### src/rtl/banco_registradores_pkg.sv
// Shared definitions for the decode-stage register file: default widths,
// MIPS register-name constants and the r0 hard-wiring helper.
package banco_registradores_pkg;

    localparam int DATA_W_DEF = 32;
    localparam int ADDR_W_DEF = 5;

    localparam logic [4:0] REG_ZERO = 5'd0;
    localparam logic [4:0] REG_SP   = 5'd29;
    localparam logic [4:0] REG_RA   = 5'd31;

    // True when an access to this address must be treated as the hard-wired r0.
    function automatic logic is_hard_zero(input int zero_reg, input logic addr_is_zero);
        return (zero_reg != 0) && addr_is_zero;
    endfunction

endpackage

### src/rtl/banco_read_port.sv
// One read port of the register file: address mux, r0 forcing, write bypass
// and the pending-write (busy) flag seen by issue logic.
module banco_read_port
    import banco_registradores_pkg::*;
#(
    parameter int DATA_W   = DATA_W_DEF,
    parameter int ADDR_W   = ADDR_W_DEF,
    parameter int BYPASS   = 1,
    parameter int ZERO_REG = 1
) (
    input  logic [DATA_W-1:0]       regs [1<<ADDR_W],
    input  logic [(1<<ADDR_W)-1:0]  busy,
    input  logic [ADDR_W-1:0]       addr,
    input  logic                    wr_acc,
    input  logic [ADDR_W-1:0]       wr_addr,
    input  logic [DATA_W-1:0]       wr_data,
    output logic [DATA_W-1:0]       data,
    output logic                    data_busy
);

    // wr_acc already excludes writes dropped on r0, so a hit is always a real write.
    logic hit;
    assign hit = (BYPASS != 0) && wr_acc && (wr_addr == addr);

    // Select stored value, override with the in-flight write, then force r0 to zero.
    always_comb begin
        data = regs[addr];
        if (hit) begin
            data = wr_data;
        end
        if (is_hard_zero(ZERO_REG, addr == '0)) begin
            data = '0;
        end
        data_busy = busy[addr] && !hit;
    end

endmodule

### src/rtl/banco_registradores.sv
// Decode-stage register file: NUM_RD combinational read ports, one writeback
// write port, optional write-to-read bypass and a per-register busy scoreboard.
// Writes and reservations are single-cycle strobes sampled on the rising edge;
// there is no handshake, the port accepts every strobe presented to it.
// A reservation and a write to the same register in one cycle leave it busy:
// the reservation belongs to a newer instruction than the one writing back.
module banco_registradores
    import banco_registradores_pkg::*;
#(
    parameter int DATA_W   = DATA_W_DEF,
    parameter int ADDR_W   = ADDR_W_DEF,
    parameter int NUM_RD   = 2,
    parameter int BYPASS   = 1,
    parameter int ZERO_REG = 1
) (
    input  logic                       clk,
    input  logic                       reset,
    input  logic [NUM_RD*ADDR_W-1:0]   rd_addr,
    output logic [NUM_RD*DATA_W-1:0]   rd_data,
    output logic [NUM_RD-1:0]          rd_busy,
    input  logic                       wr_en,
    input  logic [ADDR_W-1:0]          wr_addr,
    input  logic [DATA_W-1:0]          wr_data,
    input  logic                       resv_en,
    input  logic [ADDR_W-1:0]          resv_addr,
    output logic [(1<<ADDR_W)-1:0]     busy_vec
);

    localparam int NREGS = 1 << ADDR_W;

    logic [DATA_W-1:0] regs [NREGS];
    logic [NREGS-1:0]  busy;
    logic [NREGS-1:0]  busy_next;
    logic              wr_acc;
    logic              resv_acc;

    assign wr_acc   = wr_en   && !is_hard_zero(ZERO_REG, wr_addr == '0);
    assign resv_acc = resv_en && !is_hard_zero(ZERO_REG, resv_addr == '0);
    assign busy_vec = busy;

    // Scoreboard update: a write clears, a reservation applied afterwards wins.
    always_comb begin
        busy_next = busy;
        if (wr_acc) begin
            busy_next[wr_addr] = 1'b0;
        end
        if (resv_acc) begin
            busy_next[resv_addr] = 1'b1;
        end
    end

    // Storage and busy bits; reset wipes everything, including pending reservations.
    always_ff @(posedge clk or posedge reset) begin
        if (reset) begin
            for (int i = 0; i < NREGS; i++) begin
                regs[i] <= '0;
            end
            busy <= '0;
        end else begin
            if (wr_acc) begin
                regs[wr_addr] <= wr_data;
            end
            busy <= busy_next;
        end
    end

    for (genvar k = 0; k < NUM_RD; k++) begin : g_rd
        banco_read_port #(
            .DATA_W   (DATA_W),
            .ADDR_W   (ADDR_W),
            .BYPASS   (BYPASS),
            .ZERO_REG (ZERO_REG)
        ) u_port (
            .regs      (regs),
            .busy      (busy),
            .addr      (rd_addr[k*ADDR_W +: ADDR_W]),
            .wr_acc    (wr_acc),
            .wr_addr   (wr_addr),
            .wr_data   (wr_data),
            .data      (rd_data[k*DATA_W +: DATA_W]),
            .data_busy (rd_busy[k])
        );
    end

endmodule

### config.mk
export PLATFORM = sky130hd
export DESIGN_NAME = banco_registradores
export DESIGN_NICKNAME = d
export VERILOG_FILES = /design/src/rtl/banco_registradores_pkg.sv /design/src/rtl/banco_read_port.sv /design/src/rtl/banco_registradores.sv
export SDC_FILE = /design/constraint.sdc
export NUM_CORES = 2
export LEC_CHECK = 0
export CORE_MARGIN = 5
export CORE_UTILIZATION = 55
export CTS_CLUSTER_SIZE = 30
export DETAILED_ROUTE_END_ITERATION = 6
export DONT_BUFFER_PORTS = 1
export GPL_TIMING_DRIVEN = 0
export PLACE_DENSITY = 0.7
export SLEW_MARGIN = 5
export SYNTH_ARGS = -nofsm -noshare
export SYNTH_HDL_FRONTEND = slang
export SYNTH_SLANG_ARGS = --single-unit
### constraint.sdc
create_clock -name clk -period 41.5 [get_ports clk]
set_input_delay 4.15 -clock clk [delete_from_list [all_inputs] [get_ports clk]]
set_output_delay 4.15 -clock clk [all_outputs]
set_load 0.02 [all_outputs]
Yosys cells after proc, flatten, opt, wreduce, memory -nomap -nowiden
Cells that the tools add are included.
{"block": "word_totals", "out_inout_bits": 98, "ff_bits": 1056, "elab_cells": 91, "inputBits": 56}
{"block": "classes", "n_mux": 23, "magnitude_cmp": 10, "n_bitwise": 6, "reduce_logical": 17, "eq_ne": 2}
{"op": "bitwise mux 1024 bit", "n": 1}
{"op": "two-way mux 32 bit", "n": 11}
{"op": "binary-select mux 32 bit (select 5 bit)", "n": 2}
{"op": "demux 32 bit (select 5 bit)", "n": 1}
{"op": "AND 32 bit", "n": 1}
{"op": "NOT 32 bit", "n": 1}
{"op": "OR 32 bit", "n": 1}
{"op": "< comparator 5 x 6 -> 1 bit, second input constant", "n": 4}
{"op": "logical NOT 5 bit", "n": 4}
{"op": ">= comparator 6 bit, second input constant", "n": 3}
{"op": "NOT 5 -> 6 bit", "n": 3}
{"op": "binary-select mux 1 bit (select 5 bit)", "n": 2}
{"op": "demux 1 bit (select 5 bit)", "n": 2}
{"op": "equality test 5 bit", "n": 2}
{"op": ">= comparator 5 x 1 -> 1 bit, second input constant", "n": 2}
{"op": "logical AND 1 bit", "n": 9}
{"op": "< comparator 6 x 1 -> 1 bit, second input constant", "n": 1}
{"op": "logical NOT 1 bit", "n": 4}
{"op": "two-way mux 1 bit", "n": 4}

Logic depth before layout (Yosys ltp)
{"block": "depth", "depth_word": 9, "ltp_mapped": 10}

By module
From an unflattened synthesis, not the netlist that was laid out.
{"block": "hier_totals", "cells_unflattened": 4119, "hier_area_um2": 58109.5}
{"module": "banco_registradores", "area_per_inst_um2": 39346.5, "cells_each": 2395, "n_inst": 1}
{"module": "banco_read_port", "area_per_inst_um2": 9381.5, "cells_each": 862, "n_inst": 2}

Least setup slack after synthesis
Ideal clock, no wire load.
{"block": "synth_timing", "path_kind": "input -> output", "from": "input wr_addr[1]", "to": "output rd_data[17]", "path_stages": 8, "t_required_ns": 37.350, "path_slack_ns": 31.190, "path_buffers": 3, "arrival_ns": 6.160, "path_cell_list": "buf_6 > or2_1 > buf_2 > o41ai_4 > or3_1 > clkbuf_1 > nand2_1 > o311ai_1"}
{"block": "synth_via", "elab_chain_cells": 6, "elab_cells_between_ends": 7, "classes_between": "1 x eq/ne; 2 x mux; 4 x reduce/logical"}
{"element": "start, declared", "line_no": "banco_registradores.sv:22", "rtl": "input logic [ADDR_W-1:0] wr_addr,"}
{"element": "logical NOT 5 bit", "line_no": "banco_registradores.sv:37", "rtl": "assign wr_acc = wr_en && !is_hard_zero(ZERO_REG, wr_addr == '0);"}
{"element": "logical NOT 1 bit", "line_no": "banco_registradores.sv:37"}
{"element": "logical AND 1 bit", "line_no": "banco_registradores.sv:37"}
{"element": "logical AND 1 bit (*)", "line_no": "banco_read_port.sv:23", "rtl": "assign hit = (BYPASS != 0) && wr_acc && (wr_addr == addr);"}
{"element": "two-way mux 32 bit (*)", "line_no": "banco_read_port.sv:28", "rtl": "if (hit) begin"}
{"element": "two-way mux 32 bit (*)", "line_no": "banco_read_port.sv:31", "rtl": "if (is_hard_zero(ZERO_REG, addr == '0)) begin"}
{"element": "end, declared", "line_no": "banco_registradores.sv:19", "rtl": "output logic [NUM_RD*DATA_W-1:0] rd_data,"}
Every way passes the cells marked *; elsewhere a longest branch is shown, timed or not.

Final worst setup path
{"block": "layout_timing", "from": "input rd_addr[0]", "to": "output rd_data[17]"}
{"block": "layout_via", "elab_chain_cells": 6, "elab_cells_between_ends": 9, "classes_between": "1 x eq/ne; 5 x mux; 1 x bitwise; 2 x reduce/logical"}
{"element": "start, declared", "line_no": "banco_registradores.sv:18", "rtl": "input logic [NUM_RD*ADDR_W-1:0] rd_addr,"}
{"element": "NOT 5 -> 6 bit (not written as such)", "line_no": "banco_read_port.sv:27", "rtl": "data = regs[addr];"}
{"element": "binary-select mux 32 bit (select 5 bit)", "line_no": "banco_read_port.sv:27"}
{"element": "two-way mux 32 bit (not written as such) (2 in series)", "line_no": "banco_read_port.sv:27"}
{"element": "two-way mux 32 bit", "line_no": "banco_read_port.sv:28"}
{"element": "two-way mux 32 bit (*)", "line_no": "banco_read_port.sv:31"}
Every way passes the cells marked *; elsewhere a longest branch is shown, timed or not. The select of a mux whose other input is x is not followed.

==> results.txt <==
Status: complete, but fails checks
Failing checks: capacitance limit, slew limit
Clk slew on worst S/H paths: 0.06 ns
Clock buffer depth: 3
Syn nets: 4084
Max frequency: 0.07236 GHz
First-pass GRT wire length: 367800 microns
Top cell type by total area after synthesis: dfrtp_1
Worst Path Arrival: 9.67 ns
Number of synthesized flops with an enable pin: 0
Slew headroom: -11.98%
Vias in the first global route: 43080
Pins over their slew limit: 166
RD Place Congestion: 1.060
Vias per inst: 7.972
CTS tree: yes
Met2 Wirelength: 108500 microns
Gr usage total: 48.62%
Seq cells post-synth: 1056
Routed met1 length: 91580 microns
Top layer in use: met5
RR Endpoint: busy_vec[8]
# IOs: 154
Crit path time final: 13.82 ns
Sequential share of the synthesized area: 46.21%
Worst skew pair latency: 0.76 ns
Worst Path Required: 37.35 ns
Setup Crit Path Kind: in2out
Post-DP HPWL: 183200 microns
Area share of the largest cell type after synthesis: 46.21%
Clock root buffer: clkbuf_16
Worst r2r src: busy_vec[8]
Total power: 3.153 mW
H-Tree Depth: 3
PortBufs: 0
GRT Residual Overflow: 0
Main synth FF type: dfrtp_1
Final Cycle Share: 33.30%
Hold EP: regs[1002]
R2r setup slk: 40.62 ns
Area delta synth->final: 10.65%
Hold Buf Count CTS: 0
CP Max Fanout: 10
# DRC: 0
Async S/R FF share, synth: 100.0%
Clock Sinks: 1056
Routed len/inst: 48.16 microns
CP endpoint kind: primary output
Final wirelength: 274100 microns
Die area: 110500 sq um
Leakage: 27.32 nW
Post-Layout Inst Area: 63280 sq um
Core box area: 103300 sq um
Post-Synthesis Cells: 4028
First-pass DRT Iterations: 7
Initial antenna violation count: 35
Register-to-Register Path Depth: 1
Area after DPL: 59340 sq um
Row cnt: 118
Postcts setup bufs: 0
Post-CTS sizing: 0
Final setup viols: 0
Hold Fails Final Rpt: 0
Synth cell types: 56
Largest cells by area after synthesis: dfrtp_1, mux2_2, mux4_2, mux2i_1, clkbuf_1
Largest net degree at the start of global routing: 122
PD cells: 49.83 nW/um^2
Warnings, synthesis: 0
Initial core utilization: 55.34%
Met3 routed WL: 44450 microns
Die Y: 332.5 microns
Vias post-DR: 45380
Type of the tightest min-delay check: reg2reg
Share of layout cells above drive strength 1: 43.41%
Cts bufs inserted: 114
Worst VDD drop: 0.03710 mV
DRT antenna net count: 0
Worst hold stages: 1
Fill cells: 8088
Final Net Count: 4214
Cell Count, Final, Fillers Out: 5692
DRT iter0 DRCs: 7720
Post-synthesis average cell area: 14.20 sq um
Worst Skew: 0 ns
RSZ-0062 raised after global routing: false
Critical Path Source Type: input pin
HP Start: regs[1002]
Mapped cell area: 57190 sq um
Pin slew with the least headroom to its limit: 1.680 ns
Max-Cap Viols: 18
Die Wd: 332.5 microns
Placed insts: 5422
[Yosys cell counts (5+ instances only)]
cell type and n:
nor4_1 5, xnor2_1 9, buf_1 49, o221ai_1 13, o21bai_1 5, nor3_1 35, nor2b_1 47, or2_2 11
buf_2 96, o211ai_1 9, buf_6 8, clkbuf_1 271, mux4_2 394, a211oi_1 56, a21oi_1 80, nor3b_1 31
or4_1 9, a221oi_1 82, or3_1 7, o22ai_1 45, mux2i_1 283, nand2_1 49, a22o_1 10, a2111oi_0 16
o22a_1 14, nand2b_1 19, o21ai_0 63, dfrtp_1 1056, a22oi_1 16, inv_1 7, a221o_1 51, nor2_1 47
nand3b_1 5, buf_4 42, mux2_2 1041
[cell type report]
cell class | count | area, sq um | share of cell area, %
diodes | 60 | 150.1 | 0.2373
plain buffers | 466 | 2152 | 3.401
clock buffers | 177 | 3432 | 5.423
clock inverters | 33 | 342.8 | 0.5417
inverters | 9 | 41.29 | 0.06525
multi-input cells | 2497 | 28650 | 45.28
flip-flops and latches | 1056 | 26430 | 41.76
well taps | 1380 | 1727 | 2.729
repair buffers | 14 | 360.3 | 0.5694
[placed cells by master (no fill, tap or decap), drive strengths merged, types with 51 or more instances in the layout]
master and count:
buf 208, mux4 394, diode 60, a21oi 80, a211oi 56, mux2i 283
a221o 51, o21ai 63, clkbuf 449, mux2 1041, dfrtp 1056, a221oi 82
[where the power goes]
part / total [mW] / internal [mW] / switching (mW) / leakage [nW]
Combinational: 0.704 / 0.357 / 0.347 / 11.9
Sequential: 1.39 / 1.23 / 0.167 / 13.5
Clock: 1.06 / 0.597 / 0.458 / 1.86
Total: 3.15 / 2.18 / 0.973 / 27.3
[per-layer routing]
layer,up-vias,global-route usage [%]
li1,15920,-
met1,23380,57.66
met2,4576,64.06
met3,1487,27.64
met4,12,38.59
met5,-,2.894
[how the worst max path moves through the flow]
| stage | start | to |
|---|---|---|
| after floorplan | reset | busy_vec[0] |
| after global placement | reset | regs[400] |
| after detailed placement | rd_addr[0] | rd_data[17] |
| after CTS | rd_addr[0] | rd_data[17] |
| after global routing | rd_addr[0] | rd_data[17] |
| final | rd_addr[0] | rd_data[17] |
[through the flow]
step                      hold slack, ns  worst slack [ns]  setup TNS [ns]  utilization (%)
after floorplan                   0.4413             7.626               0                -
after global placement            0.4522            -4.643        -4707.67            57.01
after detailed placement          0.4650             28.45               0            57.42
after CTS                         0.4787             28.44               0            61.07
after global routing              0.4909             28.18               0            61.11
final                             0.4759             27.68               0            61.23
[worst max-delay path: stages]
cell,delay [ns]
buf_4,0.28
buf_6,0.23
buf_6,0.22
nor3_1,0.07
nand2_1,0.83
and2_1,0.23
clkbuf_1,1.05
nand2_1,1.28
o311ai_1,1.27
[cells by family (layout without fill, tap and decap cells)]
group	Yosys count	after routing	share of synthesized area [%]
buffers and inverters	475	699	3.708
muxes	1718	1718	40.97
and+or+nand+nor	289	289	2.798
xor gates and xnor gates	10	10	0.1532
other	0	60	0
AOI/OAI and AO/OA	480	480	6.167
DFF	1056	1056	46.21
[sequential cells by signal, summed over array words and instances (netlist names)]
| register | flops |
|---|---|
| regs | 1024 |
| busy_vec | 32 |
Note: power is estimated with default switching activity, not from simulation.
